### config.mk
export PLATFORM = sky130hd
export DESIGN_NAME = pipe_ctrl_tracker
export DESIGN_NICKNAME = d
export VERILOG_FILES = /design/src/rtl/pipe_ctrl_tracker.sv
export SDC_FILE = /design/constraint.sdc
export NUM_CORES = 1
export LEC_CHECK = 0
export ABC_AREA = 0
export BUFFER_PORTS_ARGS = -buffer_cell sky130_fd_sc_hd__buf_2
export CORE_ASPECT_RATIO = 1.75
export CORE_MARGIN = 3
export CORE_UTILIZATION = 49
export CTS_CLUSTER_SIZE = 25
export DETAILED_ROUTE_END_ITERATION = 10
export GPL_TIMING_DRIVEN = 1
export HOLD_SLACK_MARGIN = 0.08
export PLACE_DENSITY = 0.77
export REMOVE_ABC_BUFFERS = 1
export SYNTH_ARGS = -nofsm -noshare
export SYNTH_HDL_FRONTEND = slang
export SYNTH_SLANG_ARGS = --single-unit
### constraint.sdc
create_clock -name clk -period 1.65 [get_ports clk]
set_input_delay 0.0825 -clock clk [delete_from_list [all_inputs] [get_ports clk]]
set_output_delay 0.0825 -clock clk [all_outputs]
set_load 0.02 [all_outputs]
### src/rtl/pipe_ctrl_tracker.sv
// Carries decoded control from decode through the ID/EX, EX/MEM and MEM/WB registers,
// exposing stage-tagged register numbers for forwarding/hazard logic plus saturating event counters.
module pipe_ctrl_tracker #(
  parameter int unsigned CNT_W = 16
) (
  input  logic             clk,
  input  logic             rst_n,
  input  logic             Freeze,
  input  logic             CntClear,
  input  logic             ID_Valid,
  input  logic             FinalALUSrc,
  input  logic             FinalRegDst,
  input  logic             FinalMemWrite,
  input  logic             FinalMemRead,
  input  logic             FinalMemToReg,
  input  logic             FinalRegWrite,
  input  logic [2:0]       FinalALUOperation,
  input  logic [4:0]       ID_Rs,
  input  logic [4:0]       ID_Rt,
  input  logic [4:0]       ID_Rd,
  input  logic             IF_ID_Write,
  input  logic             IF_Flush,
  input  logic [1:0]       ForwardA,
  input  logic [1:0]       ForwardB,
  output logic             EX_ALUSrc,
  output logic             EX_RegDst,
  output logic [2:0]       EX_ALUOperation,
  output logic [4:0]       ID_EX_Rs,
  output logic [4:0]       ID_EX_Rt,
  output logic [4:0]       ID_EX_Rd,
  output logic             ID_EX_MemRead,
  output logic             EX_MEM_RegWrite,
  output logic             EX_MEM_MemWrite,
  output logic             EX_MEM_MemRead,
  output logic             EX_MEM_MemToReg,
  output logic [4:0]       EX_MEM_Rd,
  output logic             MEM_WB_RegWrite,
  output logic             MEM_WB_MemToReg,
  output logic [4:0]       MEM_WB_Rd,
  output logic [CNT_W-1:0] StallCount,
  output logic [CNT_W-1:0] FlushCount,
  output logic [CNT_W-1:0] FwdCount,
  output logic [CNT_W-1:0] RetiredCount
);

  localparam int unsigned RW = 5;
  localparam logic [CNT_W-1:0] CNT_MAX = {CNT_W{1'b1}};

  logic          idex_valid_q, exmem_valid_q, memwb_valid_q;
  logic          idex_memwrite_q, idex_memtoreg_q, idex_regwrite_q;
  logic          id_valid_c;
  logic [RW-1:0] ex_dst_c;
  logic [CNT_W-1:0] stall_q, flush_q, fwd_q, ret_q;
  logic [CNT_W-1:0] stall_d, flush_d, fwd_d, ret_d;

  assign id_valid_c = ID_Valid & IF_ID_Write;
  assign ex_dst_c   = EX_RegDst ? ID_EX_Rd : ID_EX_Rt;

  // Pipeline registers; a bubble zeroes control but register fields still load.
  always_ff @(posedge clk or negedge rst_n) begin
    if (!rst_n) begin
      idex_valid_q    <= 1'b0;
      EX_ALUSrc       <= 1'b0;
      EX_RegDst       <= 1'b0;
      EX_ALUOperation <= 3'b000;
      ID_EX_MemRead   <= 1'b0;
      idex_memwrite_q <= 1'b0;
      idex_memtoreg_q <= 1'b0;
      idex_regwrite_q <= 1'b0;
      ID_EX_Rs        <= '0;
      ID_EX_Rt        <= '0;
      ID_EX_Rd        <= '0;
      exmem_valid_q   <= 1'b0;
      EX_MEM_RegWrite <= 1'b0;
      EX_MEM_MemWrite <= 1'b0;
      EX_MEM_MemRead  <= 1'b0;
      EX_MEM_MemToReg <= 1'b0;
      EX_MEM_Rd       <= '0;
      memwb_valid_q   <= 1'b0;
      MEM_WB_RegWrite <= 1'b0;
      MEM_WB_MemToReg <= 1'b0;
      MEM_WB_Rd       <= '0;
    end else if (!Freeze) begin
      idex_valid_q    <= id_valid_c;
      EX_ALUSrc       <= id_valid_c & FinalALUSrc;
      EX_RegDst       <= id_valid_c & FinalRegDst;
      EX_ALUOperation <= id_valid_c ? FinalALUOperation : 3'b000;
      ID_EX_MemRead   <= id_valid_c & FinalMemRead;
      idex_memwrite_q <= id_valid_c & FinalMemWrite;
      idex_memtoreg_q <= id_valid_c & FinalMemToReg;
      idex_regwrite_q <= id_valid_c & FinalRegWrite;
      ID_EX_Rs        <= ID_Rs;
      ID_EX_Rt        <= ID_Rt;
      ID_EX_Rd        <= ID_Rd;
      exmem_valid_q   <= idex_valid_q;
      EX_MEM_RegWrite <= idex_valid_q & idex_regwrite_q & (ex_dst_c != '0);
      EX_MEM_MemWrite <= idex_valid_q & idex_memwrite_q;
      EX_MEM_MemRead  <= idex_valid_q & ID_EX_MemRead;
      EX_MEM_MemToReg <= idex_valid_q & idex_memtoreg_q;
      EX_MEM_Rd       <= ex_dst_c;
      memwb_valid_q   <= exmem_valid_q;
      MEM_WB_RegWrite <= exmem_valid_q & EX_MEM_RegWrite;
      MEM_WB_MemToReg <= exmem_valid_q & EX_MEM_MemToReg;
      MEM_WB_Rd       <= EX_MEM_Rd;
    end
  end

  // Counter next-state: clear beats increment, increments saturate.
  always_comb begin
    stall_d = stall_q;
    flush_d = flush_q;
    fwd_d   = fwd_q;
    ret_d   = ret_q;
    if (CntClear) begin
      stall_d = '0;
      flush_d = '0;
      fwd_d   = '0;
      ret_d   = '0;
    end else begin
      if (!IF_ID_Write && stall_q != CNT_MAX) stall_d = stall_q + CNT_W'(1);
      if (IF_Flush && flush_q != CNT_MAX)     flush_d = flush_q + CNT_W'(1);
      if (idex_valid_q && (ForwardA != 2'b00 || ForwardB != 2'b00) && fwd_q != CNT_MAX)
        fwd_d = fwd_q + CNT_W'(1);
      if (memwb_valid_q && ret_q != CNT_MAX)  ret_d = ret_q + CNT_W'(1);
    end
  end

  always_ff @(posedge clk or negedge rst_n) begin
    if (!rst_n) begin
      stall_q <= '0;
      flush_q <= '0;
      fwd_q   <= '0;
      ret_q   <= '0;
    end else if (!Freeze) begin
      stall_q <= stall_d;
      flush_q <= flush_d;
      fwd_q   <= fwd_d;
      ret_q   <= ret_d;
    end
  end

  assign StallCount   = stall_q;
  assign FlushCount   = flush_q;
  assign FwdCount     = fwd_q;
  assign RetiredCount = ret_q;

endmodule
Word level (Yosys, flattened, before mapping)
Index checks and enable logic that the tools add are counted.
{"block": "totals", "ff_bits": 107, "out_inout_bits": 101, "latch_bits": 0, "memories": 0, "mem_bits_ro": 0, "ram_bits": 0}
{"block": "op_classes", "n_lt_le_gt_ge": 0, "n_eq_ne": 4, "reduce_logical": 18, "n_mux": 10, "shift": 0, "bitwise": 15, "n_div": 0, "addsub": 4, "n_mul": 0}
{"operator": "2-to-1 mux 16 bit", "count": 8}
{"operator": "adder 16 x 1 -> 16 bit, second input constant", "count": 4}
{"operator": "inequality test 16 bit, second input constant", "count": 4}
{"operator": "AND 1 bit", "count": 14}
{"operator": "nonzero test 2 bit", "count": 6}
{"operator": "AND reduction 2 bit", "count": 4}
{"operator": "logical AND 1 bit", "count": 5}
{"operator": "2-to-1 mux 5 bit", "count": 1}
{"operator": "nonzero test 5 bit", "count": 1}
{"operator": "2-to-1 mux 3 bit", "count": 1}
{"operator": "logical NOT 1 bit", "count": 1}
{"operator": "logical OR 1 bit", "count": 1}
{"operator": "inverter 1 bit", "count": 1}

Depth between registers and ports, before layout
Gate-level depths: netlist of the first run.
{"block": "logic_depth", "depth_word": 6, "depth_mapped": 7, "mapped_depth_nobuf": 6}

Least setup slack after synthesis of the first run
No wires, ideal clock.
{"block": "synth_timing", "path_kind": "register to register", "startpoint": "register stall_q[0], in the netlist StallCount[0]", "endpoint": "register stall_q[8], in the netlist StallCount[8]", "t_required_ns": 1.586, "period_less_slack_ns": 1.965, "path_slack_ns": -0.315, "arrival_ns": 1.901, "path_stages_with_launch": 7, "cell_sequence": "dfrtp_1 -> ha_1 -> nand3_2 -> or3_4 -> or4_1 -> a21oi_1 -> a21o_1"}
{"block": "synth_via", "elab_chain_len": 4}
{"element": "start: declaration", "line": "53", "source": "logic [CNT_W-1:0] stall_q, flush_q, fwd_q, ret_q;"}
{"element": "start signal: assignment", "line": "135", "source": "stall_q <= stall_d;"}
{"element": "branches (longest 4 deep; another with adder 16 x 1 -> 16 bit)"}
Parallel ways; which one is timed is not known. The select of a mux whose other input is x is not followed.
A chain may end at the register's enable or synchronous reset.

Worst setup path in the final report of the first run
{"block": "layout_timing", "startpoint": "register stall_q[1], in the netlist StallCount[1]", "endpoint": "register stall_q[8], in the netlist StallCount[8]"}
The elaborated chain is that of the path after synthesis.

==> results of run 1 <==
## how the worst max path moves through the flow
| stage | endpoint | depth (start not counted) |
|---|---|---|
| after floorplan | StallCount[8]$_DFFE_PN0P_ | 6 |
| after global placement | FwdCount[12]$_DFFE_PN0P_ | 6 |
| after detailed placement | FwdCount[6]$_DFFE_PN0P_ | 5 |
| after CTS | FwdCount[0]$_DFFE_PN0P_ | 6 |
| after global routing | StallCount[8]$_DFFE_PN0P_ | 5 |
| final | StallCount[8]$_DFFE_PN0P_ | 6 |
## power by group
part	total (mW)	internal (mW)	switching (mW)
Sequential	3.05	2.85	0.201
Combinational	1.79	0.776	1.02
Clock	2.48	1.48	1.00
## state kept, by name, indices dropped and copies added, names as in the netlist, 3 cells and up
| register | count |
|---|---|
| FlushCount | 16 |
| FwdCount | 16 |
| RetiredCount | 16 |
| StallCount | 16 |
| EX_MEM_Rd | 5 |
| ID_EX_Rd | 5 |
| ID_EX_Rs | 5 |
| ID_EX_Rt | 5 |
| MEM_WB_Rd | 5 |
| EX_ALUOperation | 3 |
## final cells by class
class                   count  area (µm²)  share of cell area [%]
repair buffers            304        2110                   24.34
well taps                 132       165.2                   1.906
clock inverters             7       116.4                   1.343
inverters                  10       37.54                  0.4331
multi-input cells         442        3332                   38.44
flip-flops and latches    107        2681                   30.94
clock buffers               9       225.2                   2.599
## critical path, cell delays in order (launching register included)
cell and delay [ps]:
dfrtp_1 410, ha_4 170, nand3_4 70, or3_4 380
or4_4 490, a21oi_2 150, a21o_1 100
## through the flow
stage,setup TNS [ps],util [%]
after floorplan,-4790,-
final,-1660,77.17
after detailed placement,-2569,64.38
after global placement,-1234,64.38
after CTS,-987.5,72.15
after global routing,-4058,77.17
## logic make-up after synthesis
kind of cell,synth area share (%)
compound gates,15.85
xor+xnor,0.9223
fa+ha+maj,0.8784
buf+inv,3.360
flops,46.99
mux,7.356
simple gates,24.64
## routing by layer
metal	wire [µm]	GRT usage, %
met1	6781	30.48
met2	10800	52.61
met3	1268	5.876
met4	952	13.82
met5	0	0
## cell usage after synthesis (12+ instances only)
master | count | area (µm²)
mux2i_1 | 16 | 160.2
o21ai_0 | 38 | 190.2
nand2_1 | 85 | 319.1
mux2_2 | 23 | 259.0
and3_1 | 12 | 75.07
nor2_1 | 33 | 123.9
clkbuf_1 | 27 | 101.4
o311ai_0 | 15 | 131.4
nor3_1 | 17 | 85.08
nand4_1 | 15 | 93.84
nand3_1 | 42 | 210.2
dfrtp_1 | 107 | 2678
a21oi_1 | 19 | 95.09
## cells in the final DEF (no fill, tap or decap), drive strengths merged, types with 5 or more instances in the layout
cell type    synthesis  layout
nand2               85      85
or4                  7       7
a21oi               19      19
dlygate4sd3          0      25
o211ai               9       9
o21ai               39      39
a31oi                8       8
and3                12      12
inv                  9       9
o311ai              16      16
nor3                18      18
nor2                33      33
clkbuf              29       9
dfrtp              107     107
nand4               18      18
buf                  9     279
mux2i               16      16
nor3b                7       7
mux2                23      23
nor4                 8       8
and2                 5       5
a22o                10      10
and4                 6       6
nand3               43      43
or3                  9       9
## what timing repair did
item | 4_1_cts | 5_1_grt
hold buffers | 25 | 0
pin swaps | 26 | 63
gates cloned | 0 | 0
setup endpoints to repair | 38 | 61
endpoints found under the hold margin | 131 | 0
gates resized for setup | 42 | 103
buffers inserted | 16 | 25
==> summary.txt, run 1 <==
final setup vio count = 22
share of layout cells above drive strength 1 = 45.85%
Hold Slack = 123.8 ps
DP HPWL = 11.96 mm
detailed-route via count = 6,280
Setup CP Type = flop to flop
DIE AREA = 13,010 µm²
Initial Utilization = 50.74%
# rows = 51
ant diodes = 0
GRT Total Usage = 28.78%
Via density = 6.212
first-pass GRT wire length = 29.80 mm
worst hold path type = primary input to flop
cell area after layout = 8667 µm²
CP Data Arrival Time = 2110 ps
post-synthesis cell area = 5698 µm²
Slew headroom = 61.47%
H-tree depth = 3
launch point of the worst path = StallCount[1]$_DFFE_PN0P_
final net count = 913
Worst-path clk slew = 70 ps
mean post-synth cell area = 9.544 µm²
Cell Area, Placed = 7231 µm²
Max VDD drop = 0.8547 mV
Cells after Synth = 597
fin crit share = 110.6%
reg2reg start = StallCount[1]$_DFFE_PN0P_
sequential fraction of the synthesis area = 46.99%
final std cells w/o fill = 1,011
Slew @ Worst Pin = 577.9 ps
TritonCTS clock tree = yes
startpoint type of the worst setup path = flop
largest net degree at the start of global routing = 108
ys flop type = dfrtp_1
deepest clock path buffer count = 2
yosys warns = 0
Synth async-reset ratio = 100.0%
Final Skew = 5.866 ps
hold path startpoint = Freeze
Achievable Freq = 547.8 MHz
Slew Limit Fails = 0
CTS root buf = clkbuf_16
slack of the worst reg-to-reg path = -180 ps
violated checks = negative setup slack
worst hold endpoint = RetiredCount[2]$_DFFE_PN0P_
critical path peak fanout = 4
CTS Sinks = 107
WL final = 19.81 mm
status = complete, but fails checks
IO Pins = 136
DR pass1 iterations = 5
clk_lat worst skew = 350 ps
antenna violations before repair = 0
worst slack at placement = -183.5 ps
Pwr Density = 845.3 nW/µm²
Crit path required time = 1940 ps
# fillers = 694
Cells after DPL = 933
RSZ-0062 raised after global routing = true
EDFF count, synth = 0
CTS buffer count = 9
Pwr Total = 7.327 mW
Post-DRT Antenna Nets = 0
DRC = 0
crit end category = flop
drt first-iter violations = 483
FF-to-FF End = StallCount[8]$_DFFE_PN0P_
Setup WS post-layout = -175.6 ps
worst r2r path cells = 6
Hold Fails Final Rpt = 0
#FFs+latches synth = 107
core area = 11,230 µm²
gr ovfl total = 0
vias in the first global route = 6,300
Pleak = 4.059 nW
Unique masters post-synth = 64
Die H = 148.7 µm
Die Span X = 87.52 µm
Layout area overhead = 52.11%
hold path cells = 3
# Max-Cap Violations = 0
Final min period = 1826 ps
Avg WL per Cell = 19.59 µm
port bufs = 135
gpl congestion = 0.9041
(Power assumes the default switching activity.)
==> inputs of run 2 (changes only) <==
REMOVE_ABC_BUFFERS = not set   (was 1)
==> run 2 against run 1 <==
The flow still finishes with violations (negative setup slack). Die area stayed put. Register-to-register slack better by 40 ps. Worst hold slack better by 58 ps. Final area down 5.6%. Clock power down 19%. Combinational power down 9%. Clock-buffer cell count did not move.
==> summary.txt, run 2 (same netlist as run 1, synthesis figures left out) <==
final net count = 877
worst slack at placement = -102.9 ps
clock power share = 30.0%
status = complete, but fails checks
Max VDD drop = 0.7099 mV
net switching power = 2.160 mW
DP HPWL = 12.25 mm
fin util = 72.84%
Setup WS post-layout = -133.9 ps
Max stage delay cell, worst path = or3_4
final setup vio count = 11
Pwr Density = 825.4 nW/µm²
critical path's most frequent cell = or3_4
CTS root buf = clkbuf_16
Avg WL per Cell = 18.26 µm
worst hold path type = primary input to flop
largest net degree at the start of global routing = 53
DRC = 0
final std cells w/o fill = 975
Post-DRT Antenna Nets = 0
Initial Utilization = 50.74%
Cells after DPL = 923
crit end category = flop
vias in the first global route = 6,007
Layout area overhead = 43.57%
# Max-Cap Violations = 0
total internal power = 4.592 mW
violated checks = negative setup slack
# fillers = 800
first-pass GRT wire length = 28.19 mm
CTS buffer count = 9
Final Skew = 8.795 ps
Setup CP Type = flop to flop
syn_nets = 636
Achievable Freq = 560.6 MHz
commonest cells after routing, fill and taps aside = buf_2 (133), buf_4 (104), nand2_1 (84)
port bufs = 135
DIE AREA = 13,010 µm²
gr ovfl total = 0
Pleak = 3.760 nW
Slew Limit Fails = 0
Slew @ Worst Pin = 526.9 ps
Crit path required time = 1900 ps
ant diodes = 0
gpl congestion = 0.9838
Hold Slack = 182.1 ps
TritonCTS clock tree = yes
CTS Sinks = 107
combinational power share = 24.0%
startpoint type of the worst setup path = flop
WL final = 17.81 mm
GRT Total Usage = 27.15%
Slew headroom = 64.41%
Worst-path clk slew = 70 ps
Sw Ratio = 32.00%
H-tree depth = 3
share of layout cells above drive strength 1 = 44.96%
Seq pwr share = 46.0%
antenna violations before repair = 0
RSZ-0062 raised after global routing = true
Die H = 148.7 µm
detailed-route via count = 5,912
Via density = 6.064
clk_lat worst skew = 340 ps
cells along the critical path = ha_4, nand3_4, or3_4, or3_4, o311ai_4
IO Pins = 136
crit-path max cell delay = 440 ps
Final min period = 1784 ps
critical path peak fanout = 5
fin crit share = 108.1%
core area = 11,230 µm²
commonest non-fill, non-tap cell in the layout = buf_2
deepest clock path buffer count = 2
Buf/Inv on CP = 0
# rows = 51
drt first-iter violations = 274
Die Span X = 87.52 µm
delay-heaviest family, CP = simple AND/OR/NAND/NOR gates
Hold Fails Final Rpt = 0
DR pass1 iterations = 5
CP Data Arrival Time = 2030 ps
==> run 2: layout make-up <==
type	instances	area (µm²)	share of cell area [%]
clock buffer	9	225.2	2.753
timing repair buffer	268	1799	21.99
sequential	107	2718	33.22
tap	132	165.2	2.019
multi-input combinational	442	3182	38.90
clock inverter	7	53.80	0.6577
inverter	10	37.54	0.4589
==> run 2: worst min-delay path, stage by stage <==
cell      delay (ps)
buf_2            140
o21ai_2           80
or3_1            100
o311ai_1          80
==> run 2: layer usage <==
metal / part of all wire, % / track usage, %
met5: 0 / 0
met4: 3.9 / 13.98
met3: 4.9 / 4.268
met2: 55 / 49.47
met1: 36 / 29.28
==> run 2: power by group through the flow <==
stage	Sequential (mW)	Combinational (mW)	Clock [mW]
finish	3.11	1.62	2.02
global route	3.13	1.75	2.17
CTS	3.09	1.58	2.07
detailed placement	3.14	1.52	0
global placement	3.11	1.47	0
floorplan	3.43	0.466	0
==> run 2: path summary, 6_finish.rpt <==
kind	depth (start not counted)	to	slack, ps	startpoint
min in group asynchronous	2	RetiredCount[2]$_DFFE_PN0P_	230	rst_n
worst max register to register	5	StallCount[12]$_DFFE_PN0P_	-130	StallCount[0]$_DFFE_PN0P_
max in group asynchronous	3	StallCount[1]$_DFFE_PN0P_	840	rst_n
worst min-delay path	4	FlushCount[5]$_DFFE_PN0P_	180	IF_Flush
worst min register to register	2	MEM_WB_RegWrite$_DFFE_PN0N_	480	MEM_WB_RegWrite$_DFFE_PN0N_
worst max-delay path	5	StallCount[12]$_DFFE_PN0P_	-130	StallCount[0]$_DFFE_PN0P_
==> run 2: metrics by stage <==
stage | setup TNS, ps | power (mW) | cell area (µm²)
6_report | -607.6 | 6.752 | 8180
5_1_grt | -2331 | 7.045 | 8180
4_1_cts | -323.5 | 6.742 | 7916
3_5_place_dp | -450.0 | 4.656 | 7311
3_3_place_gp | -162.0 | 4.583 | 7311
2_1_floorplan | -1142 | 3.891 | 5879
==> run 2: timing repair <==
item | in CTS | in global routing
setup buffers | 2 | 9
hold endpoints to repair | 79 | 0
gates resized for setup | 12 | 57
pin swaps | 3 | 19
hold buffers | 25 | 0
endpoints found under the setup margin | 18 | 47
==> inputs of run 3 (changes only) <==
BUFFER_PORTS_ARGS = not set   (was -buffer_cell sky130_fd_sc_hd__buf_2)
CORE_UTILIZATION = 55   (was 49)
DONT_BUFFER_PORTS = 1   (was not set)
PLACE_DENSITY = 0.73   (was 0.77)
==> run 3 against run 2 <==
Non-clock buffer count down 40. Clock-buffer cell count up 3. Cell count down 4.8%. Critical endpoint is now StallCount[8]$_DFFE_PN0P_. Highest routed layer unchanged. The flow finishes with violations (negative hold slack, negative setup slack). Clock skew up 3.3 ps. Critical path depth unchanged.
==> summary.txt, run 3 (same netlist as run 1, synthesis figures left out) <==
deepest clock path buffer count = 2
first-pass GRT wire length = 30.28 mm
final std cells w/o fill = 928
detailed-route via count = 6,085
Die Span X = 82.94 µm
Hold Slack = -577.7 ps
antenna violations before repair = 0
Via density = 6.557
gr ovfl total = 0
commonest cells after routing, fill and taps aside = buf_4 (128), dlygate4sd3_1 (89), nand2_1 (83)
CP Data Arrival Time = 2080 ps
cell area after layout = 8558 µm²
vias in the first global route = 6,124
DP HPWL = 11.06 mm
Slew headroom = 62.04%
Final Skew = 12.14 ps
final setup vio count = 16
Achievable Freq = 561.1 MHz
crit-path max cell delay = 470 ps
Hold Fails Final Rpt = 107
status = complete, but fails checks
commonest non-fill, non-tap cell in the layout = buf_4
final net count = 837
worst r2r path cells = 5
DR pass1 iterations = 5
Setup CP Type = flop to flop
reg2reg start = StallCount[6]$_DFFE_PN0P_
Cells after DPL = 800
worst slack at placement = -162.7 ps
share of layout cells above drive strength 1 = 35.99%
Layout area overhead = 50.20%
setup TNS = -1049 ps
crit end category = flop
TritonCTS clock tree = yes
Avg WL per Cell = 22.42 µm
slack of the worst reg-to-reg path = -130 ps
Slew Limit Fails = 0
IO Pins = 136
syn_nets = 636
cells along the critical path = nand4_1, or3_4, or4_4, a21oi_2, a21o_1
Setup WS post-layout = -132.2 ps
worst hold path type = primary input to async pin
DRC = 0
# rows = 48
Max VDD drop = 0.7737 mV
Crit path required time = 1940 ps
Slew @ Worst Pin = 569.3 ps
Worst-path clk slew = 80 ps
Post-DRT Antenna Nets = 0
ant diodes = 0
clk_lat worst skew = 350 ps
H-tree depth = 3
Cell Area, Placed = 6714 µm²
startpoint type of the worst setup path = flop
CTS Sinks = 107
gpl congestion = 0.8679
port bufs = 0
violated checks = negative hold slack, negative setup slack
critical path peak fanout = 6
Max stage delay cell, worst path = or3_4
# Max-Cap Violations = 0
CTS buffer count = 9
drt first-iter violations = 579
CTS root buf = clkbuf_16
RSZ-0062 raised after global routing = true
fin crit share = 108.0%
Die H = 140.6 µm
fin util = 85.84%
Final min period = 1782 ps
DIE AREA = 11,670 µm²
core area = 9970 µm²
GRT Total Usage = 31.93%
Pleak = 3.617 nW
Pwr Total = 7.146 mW
Initial Utilization = 57.15%
Pwr Density = 835.0 nW/µm²
WL final = 20.81 mm
FF-to-FF End = StallCount[8]$_DFFE_PN0P_
largest net degree at the start of global routing = 135
run 3: cell types whose count changed in the layout (fill, tap and decap cells not counted), sizes merged:
cell	change
clkinvlp	-3
bufinv	+2
buf	-104
clkbuf	+3
dlygate4sd3	+64
clkinv	-2
run 3: how the worst max path moves through the flow:
| stage | endpoint | slack [ps] | startpoint |
|---|---|---|---|
| 2_1_floorplan | StallCount[10]$_DFFE_PN0P_ | -140 | StallCount[0]$_DFFE_PN0P_ |
| 3_3_place_gp | StallCount[11]$_DFFE_PN0P_ | -60 | StallCount[1]$_DFFE_PN0P_ |
| 3_5_place_dp | StallCount[11]$_DFFE_PN0P_ | -160 | StallCount[1]$_DFFE_PN0P_ |
| 4_1_cts | StallCount[8]$_DFFE_PN0P_ | -40 | StallCount[1]$_DFFE_PN0P_ |
| 5_1_grt | StallCount[8]$_DFFE_PN0P_ | -220 | StallCount[6]$_DFFE_PN0P_ |
| 6_report | StallCount[8]$_DFFE_PN0P_ | -130 | StallCount[6]$_DFFE_PN0P_ |
run 3: power by group:
group / internal (mW) / switching [mW] / leakage [nW]
clock network: 1.38 / 0.997 / 0.157
registers: 2.86 / 0.366 / 1.37
logic: 0.764 / 0.777 / 2.09
run 3: final cells by class:
cell class	instances	area, µm²
Clock buffer	12	246.5
Tap cell	125	156.4
Clock inverter	4	73.82
Inverter	10	37.54
Multi-Input combinational cell	442	3327
Sequential cell	107	2716
Timing Repair Buffer	228	2001
Fill cell	510	1411
run 3: timing repair:
action	in CTS	in global routing
pin swaps	13	32
hold buffers	89	3
resized for setup	28	79
endpoints found under the hold margin	213	154
buffers inserted	5	16
setup endpoints to repair	22	51
run 3: per-layer routing:
metal	up-vias	global-route usage (%)	share of wire [%]
met5	-	0	0
met4	0	13.87	4.3
met3	102	8.830	7.1
met2	337	59.22	55
met1	3008	33.20	34
li1	2638	-	-
run 3: critical path, delay by kind of cell, from the launching register on:
kind | cells | cell delay [ps]
and+or+nand+nor | 3 | 1100
DFF | 1 | 390
AOI/OAI and AO/OA | 2 | 230
